--- config.mk ---
export PLATFORM = sky130hd
export DESIGN_NAME = sccb_arbiter_flat
export DESIGN_NICKNAME = d
export VERILOG_FILES = /design/src/rtl/sccb_arbiter_if.sv /design/src/rtl/sccb_arbiter.sv /design/src/flat_wrapper.sv
export SDC_FILE = /design/constraint.sdc
export NUM_CORES = 1
export LEC_CHECK = 0
export CAP_MARGIN = 20
export CORE_MARGIN = 1.5
export CORE_UTILIZATION = 43
export DETAILED_ROUTE_END_ITERATION = 16
export GPL_TIMING_DRIVEN = 0
export PLACE_DENSITY = 0.8
export SYNTH_ARGS = -nofsm -noshare
export SYNTH_HDL_FRONTEND = slang
export SYNTH_SLANG_ARGS = --single-unit
--- constraint.sdc ---
create_clock -name sys_clk -period 2.8 [get_ports sys_clk]
set_input_delay 0.56 -clock sys_clk [delete_from_list [all_inputs] [get_ports sys_clk]]
set_output_delay 0.56 -clock sys_clk [all_outputs]
set_load 0.005 [all_outputs]
--- src/rtl/sccb_arbiter_if.sv ---
// Bundle between the two register-access requesters, the arbiter and the
// single SCCB/I2C master it drives.
interface sccb_arbiter_if;
  logic [1:0]  req_valid;
  logic [1:0]  req_ready;
  logic [1:0]  req_rw;
  logic [31:0] req_addr;
  logic [15:0] req_wdata;
  logic [1:0]  rsp_valid;
  logic [7:0]  rsp_rdata;
  logic        rsp_err;
  logic        i2c_start;
  logic        i2c_wr_en;
  logic        i2c_rd_en;
  logic [15:0] i2c_byte_addr;
  logic [7:0]  i2c_wr_data;
  logic        i2c_end;
  logic [7:0]  i2c_rd_data;

  modport master (
    input  req_valid, req_rw, req_addr, req_wdata,
    input  i2c_end, i2c_rd_data,
    output req_ready, rsp_valid, rsp_rdata, rsp_err,
    output i2c_start, i2c_wr_en, i2c_rd_en,
    output i2c_byte_addr, i2c_wr_data
  );

  modport slave (
    output req_valid, req_rw, req_addr, req_wdata,
    output i2c_end, i2c_rd_data,
    input  req_ready, rsp_valid, rsp_rdata, rsp_err,
    input  i2c_start, i2c_wr_en, i2c_rd_en,
    input  i2c_byte_addr, i2c_wr_data
  );
endinterface

--- src/rtl/sccb_arbiter.sv ---
// Two-port arbiter sharing one SCCB/I2C master: grant, launch, watchdog,
// respond, then hold off for an inter-transaction gap.
module sccb_arbiter #(
  parameter int TIMEOUT_CYC = 4096,
  parameter int GAP_CYC     = 8,
  parameter int CNT_W       = 13
) (
  input  logic        sys_clk,
  input  logic        sys_rst,
  input  logic        prio_lock,
  sccb_arbiter_if.master bus,
  output logic        busy,
  output logic        grant_id,
  output logic [7:0]  err_cnt
);

  typedef enum logic [1:0] {
    IDLE,
    START,
    WAIT_END,
    GAP
  } state_t;

  localparam logic [CNT_W-1:0] TO_LAST  = CNT_W'(TIMEOUT_CYC - 1);
  localparam logic [CNT_W-1:0] GAP_LAST = CNT_W'(GAP_CYC - 1);

  state_t r_state;
  state_t w_state_nxt;

  logic [1:0]       r_req_ready;
  logic [1:0]       r_rsp_valid;
  logic [7:0]       r_rsp_rdata;
  logic             r_rsp_err;
  logic             r_start;
  logic             r_wr_en;
  logic             r_rd_en;
  logic [15:0]      r_addr;
  logic [7:0]       r_wdata;
  logic             r_rw;
  logic             r_busy;
  logic             r_grant;
  logic             r_last;
  logic [7:0]       r_err_cnt;
  logic [CNT_W-1:0] r_cnt;

  logic w_accept;
  logic w_gnt;
  logic w_launch;
  logic w_done_ok;
  logic w_done_to;
  logic w_cnt_inc;
  logic w_stray;

  always_ff @(posedge sys_clk) begin
    if (sys_rst) r_state <= IDLE;
    else         r_state <= w_state_nxt;
  end

  always_comb begin
    w_state_nxt = r_state;
    w_accept    = 1'b0;
    w_gnt       = 1'b0;
    w_launch    = 1'b0;
    w_done_ok   = 1'b0;
    w_done_to   = 1'b0;
    w_cnt_inc   = 1'b0;
    w_stray     = 1'b0;
    unique case (r_state)
      IDLE: begin
        w_stray = bus.i2c_end;
        if (|bus.req_valid) begin
          w_accept    = 1'b1;
          w_state_nxt = START;
          // Contention: lock favours port 0, else round-robin.
          if (&bus.req_valid) w_gnt = prio_lock ? 1'b0 : ~r_last;
          else                w_gnt = bus.req_valid[1];
        end
      end
      START: begin
        w_stray     = bus.i2c_end;
        w_launch    = 1'b1;
        w_state_nxt = WAIT_END;
      end
      WAIT_END: begin
        if (bus.i2c_end) begin
          w_done_ok   = 1'b1;
          w_state_nxt = GAP;
        end else if (r_cnt == TO_LAST) begin
          w_done_to   = 1'b1;
          w_state_nxt = GAP;
        end else begin
          w_cnt_inc   = 1'b1;
        end
      end
      GAP: begin
        w_stray = bus.i2c_end;
        if (r_cnt == GAP_LAST) w_state_nxt = IDLE;
        else                   w_cnt_inc   = 1'b1;
      end
      default: w_state_nxt = IDLE;
    endcase
  end

  always_ff @(posedge sys_clk) begin
    if (sys_rst) begin
      r_req_ready <= '0;
      r_rsp_valid <= '0;
      r_rsp_rdata <= '0;
      r_rsp_err   <= 1'b0;
      r_start     <= 1'b0;
      r_wr_en     <= 1'b0;
      r_rd_en     <= 1'b0;
      r_addr      <= '0;
      r_wdata     <= '0;
      r_rw        <= 1'b0;
      r_busy      <= 1'b0;
      r_grant     <= 1'b0;
      r_last      <= 1'b1;
      r_err_cnt   <= '0;
      r_cnt       <= '0;
    end else begin
      r_req_ready <= '0;
      r_rsp_valid <= '0;
      r_start     <= 1'b0;
      r_busy      <= (w_state_nxt != IDLE);
      if (w_accept) begin
        r_req_ready <= w_gnt ? 2'b10 : 2'b01;
        r_rw        <= bus.req_rw[w_gnt];
        r_addr      <= w_gnt ? bus.req_addr[31:16]
                             : bus.req_addr[15:0];
        r_wdata     <= w_gnt ? bus.req_wdata[15:8]
                             : bus.req_wdata[7:0];
        r_grant     <= w_gnt;
        r_last      <= w_gnt;
      end
      if (w_launch) begin
        r_start <= 1'b1;
        r_rd_en <= r_rw;
        r_wr_en <= ~r_rw;
        r_cnt   <= '0;
      end
      if (w_cnt_inc) r_cnt <= r_cnt + CNT_W'(1);
      if (w_done_ok || w_done_to) begin
        r_rsp_valid <= r_grant ? 2'b10 : 2'b01;
        r_rsp_rdata <= (w_done_ok && r_rw) ? bus.i2c_rd_data : 8'h00;
        r_rsp_err   <= w_done_to;
        r_rd_en     <= 1'b0;
        r_wr_en     <= 1'b0;
        r_cnt       <= '0;
      end
      if ((w_done_to || w_stray) && (r_err_cnt != 8'hFF))
        r_err_cnt <= r_err_cnt + 8'd1;
    end
  end

  assign bus.req_ready     = r_req_ready;
  assign bus.rsp_valid     = r_rsp_valid;
  assign bus.rsp_rdata     = r_rsp_rdata;
  assign bus.rsp_err       = r_rsp_err;
  assign bus.i2c_start     = r_start;
  assign bus.i2c_wr_en     = r_wr_en;
  assign bus.i2c_rd_en     = r_rd_en;
  assign bus.i2c_byte_addr = r_addr;
  assign bus.i2c_wr_data   = r_wdata;
  assign busy              = r_busy;
  assign grant_id          = r_grant;
  assign err_cnt           = r_err_cnt;

endmodule

--- src/flat_wrapper.sv ---
// flat-port wrapper written by rule: the top's interface ports become plain ports
module sccb_arbiter_flat 
#(
  parameter int TIMEOUT_CYC = 4096,
  parameter int GAP_CYC     = 8,
  parameter int CNT_W       = 13
)
  (sys_clk, sys_rst, prio_lock, busy, grant_id, err_cnt, bus_req_valid, bus_req_rw, bus_req_addr, bus_req_wdata, bus_i2c_end, bus_i2c_rd_data, bus_req_ready, bus_rsp_valid, bus_rsp_rdata, bus_rsp_err, bus_i2c_start, bus_i2c_wr_en, bus_i2c_rd_en, bus_i2c_byte_addr, bus_i2c_wr_data);
  sccb_arbiter_if bus_i ();
  input  logic sys_clk;
  input  logic sys_rst;
  input  logic prio_lock;
  output logic busy;
  output logic grant_id;
  output logic [7:0] err_cnt;
  input wire logic [$bits(bus_i.req_valid)-1:0] bus_req_valid;
  input wire logic [$bits(bus_i.req_rw)-1:0] bus_req_rw;
  input wire logic [$bits(bus_i.req_addr)-1:0] bus_req_addr;
  input wire logic [$bits(bus_i.req_wdata)-1:0] bus_req_wdata;
  input wire logic [$bits(bus_i.i2c_end)-1:0] bus_i2c_end;
  input wire logic [$bits(bus_i.i2c_rd_data)-1:0] bus_i2c_rd_data;
  output wire logic [$bits(bus_i.req_ready)-1:0] bus_req_ready;
  output wire logic [$bits(bus_i.rsp_valid)-1:0] bus_rsp_valid;
  output wire logic [$bits(bus_i.rsp_rdata)-1:0] bus_rsp_rdata;
  output wire logic [$bits(bus_i.rsp_err)-1:0] bus_rsp_err;
  output wire logic [$bits(bus_i.i2c_start)-1:0] bus_i2c_start;
  output wire logic [$bits(bus_i.i2c_wr_en)-1:0] bus_i2c_wr_en;
  output wire logic [$bits(bus_i.i2c_rd_en)-1:0] bus_i2c_rd_en;
  output wire logic [$bits(bus_i.i2c_byte_addr)-1:0] bus_i2c_byte_addr;
  output wire logic [$bits(bus_i.i2c_wr_data)-1:0] bus_i2c_wr_data;
  assign bus_i.req_valid = bus_req_valid;
  assign bus_i.req_rw = bus_req_rw;
  assign bus_i.req_addr = bus_req_addr;
  assign bus_i.req_wdata = bus_req_wdata;
  assign bus_i.i2c_end = bus_i2c_end;
  assign bus_i.i2c_rd_data = bus_i2c_rd_data;
  assign bus_req_ready = bus_i.req_ready;
  assign bus_rsp_valid = bus_i.rsp_valid;
  assign bus_rsp_rdata = bus_i.rsp_rdata;
  assign bus_rsp_err = bus_i.rsp_err;
  assign bus_i2c_start = bus_i.i2c_start;
  assign bus_i2c_wr_en = bus_i.i2c_wr_en;
  assign bus_i2c_rd_en = bus_i.i2c_rd_en;
  assign bus_i2c_byte_addr = bus_i.i2c_byte_addr;
  assign bus_i2c_wr_data = bus_i.i2c_wr_data;
  sccb_arbiter #(.TIMEOUT_CYC(TIMEOUT_CYC), .GAP_CYC(GAP_CYC), .CNT_W(CNT_W)) u_core (.sys_clk(sys_clk), .sys_rst(sys_rst), .prio_lock(prio_lock), .bus(bus_i), .busy(busy), .grant_id(grant_id), .err_cnt(err_cnt));
endmodule
---- Word level (Yosys, flattened, before mapping) ----
Index checks and enable logic that the tools add are counted.
word-level totals
  bits in registers ....................... 67
  latch bits .............................. 0
  memory bits (writable) .................. 0
  bits in read-only memories .............. 0
  input port bits ......................... 64
  output and inout bits ................... 50
  logic and storage cells ................. 74
  memories kept ........................... 0
cells by class
  add/sub/neg operators ................... 2
  multipliers ............................. 0
  divide/modulo/power cells ............... 0
  magnitude comparators ................... 1
  eq/ne operators ......................... 6
  shift operators ......................... 0
  multiplexer cells ....................... 32
  bitwise operators ....................... 4
  reductions and logical operators ........ 13
operator list
  cell                                                count
  2-to-1 mux 13 bit                                   2
  2-to-1 mux 1 bit                                    19
  2-to-1 mux 16 bit                                   1
  2-to-1 mux 8 bit                                    2
  adder 13 x 1 -> 13 bit, second input constant       1
  == test 13 x 12 -> 1 bit, second input constant     1
  == test 13 x 3 -> 1 bit, second input constant      1
  2-to-1 mux 2 bit                                    6
  adder 8 x 1 -> 8 bit, second input constant         1
  inequality test 8 bit, second input constant        1
  one-hot mux 2 bit (4 select lines)                  1
  OR reduction 2 bit                                  4
  == test 2 bit, second input constant                2
  NOT 1 bit                                           4
  nonzero test 2 bit                                  2
  OR reduction 3 bit                                  1
  == test 2 x 1 -> 1 bit, second input constant       1
  logical AND 1 bit                                   2
  zero test 2 bit                                     1
  logical OR 1 bit                                    2
  < comparator 1 x 2 -> 1 bit, second input constant  1
  one-hot mux 1 bit (2 select lines)                  1
  AND reduction 2 bit                                 1

---- Logic depth before layout (Yosys ltp) ----
Gate-level depths: netlist of run 1.
  depth in word-level cells ............... 7
  depth in mapped cells ................... 7
  mapped depth without buffers ............ 6

---- Worst setup path before layout of run 1 ----
No wires, ideal clock.
  path kind ............................... register -> register
  from .................................... reg u_core.r_cnt[0]
  to ...................................... reg u_core.r_cnt[9]
  arrival ................................. 1,997 ps
  required time ........................... 2,680 ps
  path slack .............................. 683 ps
  stages on the path, launching flop included .. 7
  buffers on the path ..................... 0
  clock period less this slack ............ 2,117 ps
  path through ............................ dfxtp_1 ha_1 or4b_1 o41a_1 o211a_4 and3_1 a211o_1
between the ends
  cells in the longest elaborated chain, start to end .. 6
ends and longest elaborated chain
  element                                                                         RTL line             RTL
  start, declared                                                                 sccb_arbiter.sv:44   logic [CNT_W-1:0] r_cnt;
  start signal, assigned                                                          sccb_arbiter.sv:142  if (w_cnt_inc) r_cnt <= r_cnt + CNT_W'(1);
  parallel branches: the longest is 6 deep, another holds adder 13 x 1 -> 13 bit  --
Parallel ways; which one is timed is not known.
A chain may end at the register's enable or synchronous reset.

---- Final worst setup path of run 1 ----
  from .................................... in bus_i2c_end
  to ...................................... reg u_core.r_err_cnt[4] (netlist: u_core.err_cnt[4])
between the ends
  cells in the longest elaborated chain, start to end .. 4
ends and longest elaborated chain
  element                RTL line             RTL
  start, declared        flat_wrapper.sv:20   input wire logic [$bits(bus_i.i2c_end)-1:0] bus_i2c_end;
  2-to-1 mux 1 bit       sccb_arbiter.sv:85   if (bus.i2c_end) begin
  2-to-1 mux 1 bit       sccb_arbiter.sv:68   unique case (r_state)
  logical OR 1 bit (*)   sccb_arbiter.sv:151  if ((w_done_to || w_stray) && (r_err_cnt != 8'hFF))
  logical AND 1 bit (*)  sccb_arbiter.sv:151
  end signal, assigned   sccb_arbiter.sv:152  r_err_cnt <= r_err_cnt + 8'd1;
  end, declared          sccb_arbiter.sv:43   logic [7:0] r_err_cnt;
Every way passes the cells marked *; elsewhere a longest branch is shown, timed or not.

==> reports/summary.md, run 1 <==
• **area delta synth->final** 49.3%
• **synthesized area per cell** 9.00 um2
• **Max Clk Rate** 394 MHz
• **yosys synthesis warning count** 0
• **Final Routed Wirelength** 7.99 mm
• **worst supply voltage drop on vdd** 0.000410 V
• **post-detail-place hpwl** 5.83 mm
• **Total Nets Final** 503
• **Row Count** 29
• **final routed wire length divided by cell count** 15.4 um
• **DR DRC count** 0
• **path type of the worst min-delay path** register to register
• **final critical delay including setup and external delays** 2.54 ns
• **number of buffers added for setup after CTS** 0
• **post-synthesis compound-gate area fraction** 27.9%
• **leakage power total** 1.46 nW
• **overall routing resource usage** 23.2%
• **sequential area share after synthesis** 47.6%
• **fraction of synthesized cell area in xor and xnor cells** 0.933%
• **Pre-Repair DR Iteration Count** 4
• **run status** complete, no violations
• **total of hold buffers inserted after clock tree synthesis** 0
• **met2 layer usage reported by global route** 37.5%
• **combinational family with the most area after synthesis** compound AO/OA/AOI/OAI gates
• **share of cells above drive strength 1** 4.98%
• **met3 Resource Use GR** 7.02%
• **count of nets left with antenna violations after detail routing** 0
• **synth unique cells** 46
• **initial detailed-routing violation count** 161
• **most used routing layer** met2
• **dominant synthesized flop cell** dfxtp_1
• **final cycle utilization of the critical path** 90.6%
• **syn nets** 379
• **Setup crit start kind** input pin
• **highest-count cells in the layout ignoring fill and taps** clkdlybuf4s50_1 (113), dfxtp_1 (67), nand2_1 (40)
• **relative slew slack** 32.3%
• **Critical Path Sink Type** register
• **initial core utilization** 44.4%
• **ratio of total power to cell area** 521 nW/um2
• **final RePlAce weighted congestion** 0.857
• **fraction of met1 tracks used by global routing** 28.7%
• **Mapped Area** 2820 um2
• **die span in y** 84.0 um
• **Final Instance Count excl. Fillers** 519
• **type of the worst setup path** input pin to register
• **chip width** 84.0 um
• **adder-cell share of the synthesized area** 0.888%
• **number of gates given a new drive strength after cts** 0
• **total die area** 7050 um2
• **insertion delay of the later-clocked pin in the worst-skew pair** 0.35 ns
• **mean number of vias per cell** 5.70
• **Std-Cell Core Area** 6350 um2
• **Max Slew Vio Count** 0
• **io pins** 114
• **Maximum Capacitance Violations** 0
• **diodes inserted** 0
• **critical path fanouts, max** 10
• **worst clock skew on the final layout** 0.0110 ns
• **library cell occupying the most area in the post-synthesis netlist** dfxtp_1
• **worst slack at placement** -0.106 ns
• **clock tree from TritonCTS** done
• **async set-or-reset flop fraction in the synthesized netlist** 0%
• **ranking of synthesized cells by area** dfxtp_1 (48%), o221ai_1 (7.8%), a21oi_1 (6.7%), nand2_1 (5.3%), o21ai_0 (2.7%)
• **#FFs+latches synth** 67
• **global route total overflow** 0
• **number of levels the H-tree was split into** 3
• **simple logic cell fraction of the synthesized area** 17.9%
• **CTS Sinks** 67
• **number of buffers between clock root and the deepest sink** 2
• **top-area cell type share of the netlist area** 47.6%
• **via count** 2960
• **Fill cells** 524
• **min setup slack post-route** 0.264 ns
• **clock-pin slew of the registers on the worst-case setup and hold paths** 0.07 ns
• **Required @ worst endpoint** 3.07 ns
• **Final setup viols** 0
• **placed instance count** 503
• **Final Hold Vio Count** 0
• **leading cell type in the layout, fill and taps excluded** clkdlybuf4s50_1
• **number of flops mapped to enable cells by yosys** 0
• **via count of the first global-routing pass** 2809
• **actual transition at the worst max-transition pin** 1.01 ns
• **library cell used as clock root buffer** clkbuf_8
• **global-route wire length before repair** 13.1 mm
• **Mapped Cells** 313
• **arrival time at the worst endpoint** 2.81 ns
• **antenna violations before repair** 0
• **setup repair after global routing missed its margin** false
• **multiplexer share of the synthesized area** 1.42%
• **# port buffers** 113
• **clock buffer count from CTS** 9
• **maximum number of pins on one net before global-route repair** 12
report_power, final:
group	internal (mW)	switching [mW]	leakage, nW
logic	0.241	0.215	0.838
registers	1.01	0.0365	0.547
clock network	0.320	0.367	0.0726
cell families (layout without fill, tap and decap cells):
| family | Yosys count | after routing |
|---|---|---|
| and+or+nand+nor | 102 | 102 |
| xor gates and xnor gates | 3 | 3 |
| buffers and inverters | 25 | 154 |
| DFF | 67 | 67 |
| AOI/OAI and AO/OA | 110 | 110 |
| muxes | 4 | 4 |
| adders and majority gates | 2 | 2 |
state kept, by name (all words and copies together), names as in the netlist:
register and flops:
u_core.bus.rsp_err 1, u_core.grant_id 1, u_core.bus.i2c_rd_en 1, u_core.bus.i2c_byte_addr 16, u_core.bus.i2c_wr_en 1, u_core.err_cnt 8, u_core.r_rw 1, u_core.r_last 1
u_core.bus.i2c_wr_data 8, u_core.bus.i2c_start 1, u_core.r_cnt 13, u_core.bus.req_ready 2, u_core.busy 1, u_core.bus.rsp_valid 2, u_core.r_state 2, u_core.bus.rsp_rdata 8
critical path, stage by stage:
cell	delay, ns
clkdlybuf4s50_1	0.49
or4b_1	0.50
nor4_1	0.31
o21ai_1	0.15
clkbuf_1	0.24
or3_1	0.40
a21oi_1	0.15
stage by stage:
stage	hold slack, ns	utilization [%]	setup TNS (ns)	power (mW)	area, um2
2_1_floorplan	0.431	-	0	1.26	2820
3_3_place_gp	0.438	63.7	-0.0358	1.51	4050
3_5_place_dp	0.445	63.7	-0.220	1.52	4050
4_1_cts	0.452	66.3	0	2.20	4210
5_1_grt	0.475	66.3	0	2.29	4210
6_report	0.451	66.3	0	2.19	4210
per-layer routing:
| layer | part of all wire, % | vias up |
|---|---|---|
| li1 | - | 1441 |
| met1 | 43 | 1399 |
| met2 | 48 | 100 |
| met3 | 7.0 | 20 |
| met4 | 2.5 | 0 |
| met5 | 0 | - |
area by class of cell:
cell class	instances	area (um2)	area share (%)
plain buffers	19	71.3	1.69
clock buffers	12	135	3.21
clock inverters	4	27.5	0.654
inverters	6	22.5	0.535
multi-input cells	221	1380	32.9
flip-flops and latches	67	1340	31.9
well taps	77	96.3	2.29
repair buffers	113	1130	26.9
synthesized netlist by cell type, types with 2 or more instances:
| cell | number |
|---|---|
| a211o_1 | 2 |
| a21o_1 | 2 |
| a21oi_1 | 38 |
| a22o_1 | 8 |
| a22o_2 | 2 |
| a2bb2oi_1 | 2 |
| and2_1 | 2 |
| and4_1 | 2 |
| clkbuf_1 | 19 |
| dfxtp_1 | 67 |
| ha_1 | 2 |
| inv_1 | 6 |
| mux2i_1 | 4 |
| nand2_1 | 40 |
| nand3_1 | 9 |
| nand4_1 | 5 |
| nor2_1 | 16 |
| nor2b_1 | 2 |
| nor3_1 | 6 |
| nor4_1 | 5 |
| o211ai_1 | 2 |
| o21ai_0 | 15 |
| o221ai_1 | 25 |
| or3_1 | 5 |
| or4_1 | 2 |
| or4b_1 | 4 |
| xnor2_1 | 2 |
path summary, 6_finish.rpt:
kind	endpoint	cells after the start	slack, ns	start
max	u_core.err_cnt[4]$_SDFFE_PP0P_	7	0.26	bus_i2c_end
min	u_core.bus.i2c_wr_data[2]$_SDFFE_PP0P_	2	0.45	u_core.bus.i2c_wr_data[2]$_SDFFE_PP0P_
max reg2reg	u_core.r_cnt[6]$_SDFFE_PP0P_	7	0.38	u_core.r_cnt[0]$_SDFFE_PP0P_
min reg2reg	u_core.bus.i2c_wr_data[2]$_SDFFE_PP0P_	2	0.45	u_core.bus.i2c_wr_data[2]$_SDFFE_PP0P_
(Power assumes the default switching activity.)
==> inputs of run 2 (changes only) <==
--- a/config.mk
+++ b/config.mk
@@ -6,10 +6,10 @@
 export NUM_CORES = 1
 export LEC_CHECK = 0
 export CAP_MARGIN = 20
-export CORE_MARGIN = 1.5
 export CORE_UTILIZATION = 43
 export DETAILED_ROUTE_END_ITERATION = 16
 export GPL_TIMING_DRIVEN = 0
+export MAX_ROUTING_LAYER = met4
 export PLACE_DENSITY = 0.8
 export SYNTH_ARGS = -nofsm -noshare
 export SYNTH_HDL_FRONTEND = slang
==> run 2 against run 1 <==
  * Total power grew 3.3%
  * Worst setup slack lost 0.027 ns
  * Clock power up 11%
  * Largest power group unchanged
  * Highest routed layer unchanged
  * Sequential power about the same
  * Clock skew decreased by 0.0020 ns
  * Sequential cell count unchanged
==> reports/summary.md, run 2 (synthesis gave the netlist of run 1 again) <==
• **Max Clk Rate** 390 MHz
• **Total Power Consumption** 2.26 mW
• **Row Count** 29
• **final routed wire length divided by cell count** 15.2 um
• **leading cell type in the layout, fill and taps excluded** clkdlybuf4s50_1
• **share of total power in combinational logic** 20.0%
• **number of buffers between clock root and the deepest sink** 2
• **chip width** 83.0 um
• **Std-Cell Core Area** 6350 um2
• **end of the worst hold path** u_core.bus.i2c_byte_addr[9]$_SDFFE_PP0P_
• **worst clock skew on the final layout** 0.00907 ns
• **diodes inserted** 0
• **Setup crit start kind** input pin
• **Pre-Repair DR Iteration Count** 4
• **maximum number of pins on one net before global-route repair** 11
• **relative slew slack** 39.1%
• **worst slack at placement** -0.0582 ns
• **ratio of total power to cell area** 536 nW/um2
• **# port buffers** 113
• **run status** complete, no violations
• **clock tree from TritonCTS** done
• **leakage power total** 1.48 nW
• **critical path fanouts, max** 10
• **number of buffers added for setup after CTS** 0
• **net switching power** 587 uW
• **Maximum Capacitance Violations** 0
• **actual transition at the worst max-transition pin** 0.907 ns
• **die span in y** 83.0 um
• **antenna violations before repair** 0
• **flop-to-flop setup slack** 0.37 ns
• **Final Instance Count excl. Fillers** 517
• **library cell used as clock root buffer** clkbuf_8
• **number of gates given a new drive strength after cts** 0
• **min setup slack post-route** 0.238 ns
• **insertion delay of the later-clocked pin in the worst-skew pair** 0.34 ns
• **worst supply voltage drop on vdd** 0.000381 V
• **placed inst area** 4050 um2
• **Final setup viols** 0
• **highest-count cells in the layout ignoring fill and taps** clkdlybuf4s50_1 (113), dfxtp_1 (67), nand2_1 (40)
• **Final Hold Vio Count** 0
• **number of levels the H-tree was split into** 3
• **final cycle utilization of the critical path** 91.5%
• **clock buffer count from CTS** 9
• **CTS Sinks** 67
• **Critical Path Sink Type** register
• **total die area** 6880 um2
• **placed instance count** 503
• **Required @ worst endpoint** 3.07 ns
• **Max Slew Vio Count** 0
• **hold path cells** 2
• **global route total overflow** 0
• **global-route wire length before repair** 13.1 mm
• **mean number of vias per cell** 5.62
• **flip-flop count of the largest register after layout** 16
• **RR Startpoint** u_core.r_cnt[1]$_SDFFE_PP0P_
• **arrival time at the worst endpoint** 2.83 ns
• **initial detailed-routing violation count** 212
• **area delta synth->final** 50.0%
• **total of hold buffers inserted after clock tree synthesis** 0
• **via count** 2906
• **Total Nets Final** 503
• **initial core utilization** 44.4%
• **Hold Crit Start** u_core.bus.i2c_byte_addr[9]$_SDFFE_PP0P_
• **setup repair after global routing missed its margin** false
• **Final Routed Wirelength** 7.85 mm
• **cell internal pwr** 1.68 mW
• **DR DRC count** 0
• **path type of the worst min-delay path** register to register
• **Fill cells** 537
• **via count of the first global-routing pass** 2879
• **type of the worst setup path** input pin to register
• **r2r worst-path depth** 7
• **final RePlAce weighted congestion** 0.816
• **reg-to-reg endpoint** u_core.r_cnt[6]$_SDFFE_PP0P_
• **sequential share of power** 46.3%
• **overall routing resource usage** 24.2%
• **sw frac** 25.9%
• **post-detail-place hpwl** 5.79 mm
• **io pins** 114
• **clock network power share** 33.7%
• **final instance area** 4230 um2
• **clock-pin slew of the registers on the worst-case setup and hold paths** 0.07 ns
• **share of cells above drive strength 1** 5.00%
• **count of nets left with antenna violations after detail routing** 0
• **final critical delay including setup and external delays** 2.56 ns
-- run 2: cell count changes in the layout (fill, tap and decap cells not counted) --
cell | before | now
clkinvlp_4 | 3 | 0
clkbuf_1 | 22 | 20
bufinv_16 | 0 | 1
clkbuf_8 | 9 | 10
clkinv_2 | 1 | 2
-- run 2: routing by layer --
| metal | vias up | global-route usage, % | share of wire (%) |
|---|---|---|---|
| met2 | 99 | 40.5 | 50 |
| met5 | - | - | 0 |
| li1 | 1435 | - | - |
| met4 | 0 | 7.37 | 2.0 |
| met3 | 14 | 8.95 | 7.4 |
| met1 | 1358 | 26.9 | 41 |
-- run 2: area by class of cell --
class / instances / area (um2) / area share, %
Inverter: 6 / 22.5 / 0.533
Multi-Input combinational cell: 221 / 1380 / 32.7
Clock inverter: 3 / 40.0 / 0.947
Timing Repair Buffer: 113 / 1130 / 26.8
Buffer: 19 / 71.3 / 1.69
Sequential cell: 67 / 1340 / 31.7
Tap cell: 77 / 96.3 / 2.28
Clock buffer: 11 / 141 / 3.35
-- run 2: how the worst max path moves through the flow --
stage	startpoint	end	cells after the start
after CTS	prio_lock	u_core.bus.i2c_byte_addr[14]$_SDFFE_PP0P_	7
after detailed placement	prio_lock	u_core.bus.i2c_byte_addr[14]$_SDFFE_PP0P_	7
after global routing	prio_lock	u_core.bus.i2c_byte_addr[14]$_SDFFE_PP0P_	7
after global placement	bus_i2c_end	u_core.err_cnt[4]$_SDFFE_PP0P_	7
after floorplan	u_core.r_cnt[0]$_SDFFE_PP0P_	u_core.r_cnt[9]$_SDFFE_PP0P_	6
final	prio_lock	u_core.bus.i2c_byte_addr[14]$_SDFFE_PP0P_	7
-- run 2: worst max-delay path, cell delays in order --
cell	delay (ns)
clkdlybuf4s50_1	0.40
o21ai_0	0.17
nand2_1	0.23
nor2_1	0.57
clkbuf_1	0.43
o221ai_1	0.27
a21oi_1	0.19
-- run 2: through the flow --
stage	utilization (%)	hold slack, ns	TNS, ns
after floorplan	-	0.431	0
after global placement	63.7	0.438	-0.0238
after detailed placement	63.7	0.443	-0.132
after CTS	66.6	0.451	0
after global routing	66.6	0.471	0
final	66.6	0.448	0
-- run 2: power groups by stage --
stage                     registers, mW  clock network [mW]  logic [mW]
after floorplan                    1.07                   0       0.194
after global placement             1.07                   0       0.446
after detailed placement           1.07                   0       0.451
after CTS                          1.05               0.778       0.454
after global routing               1.06               0.817       0.497
final                              1.05               0.763       0.452
==> inputs of run 3 (changes only) <==
--- a/config.mk
+++ b/config.mk
@@ -11,6 +11,7 @@
 export GPL_TIMING_DRIVEN = 0
 export MAX_ROUTING_LAYER = met4
 export PLACE_DENSITY = 0.8
+export SLEW_MARGIN = 5
 export SYNTH_ARGS = -nofsm -noshare
 export SYNTH_HDL_FRONTEND = slang
 export SYNTH_SLANG_ARGS = --single-unit
==> results of run 3 <==
The final DEF is identical to that of run 2; final timing and power are the same.
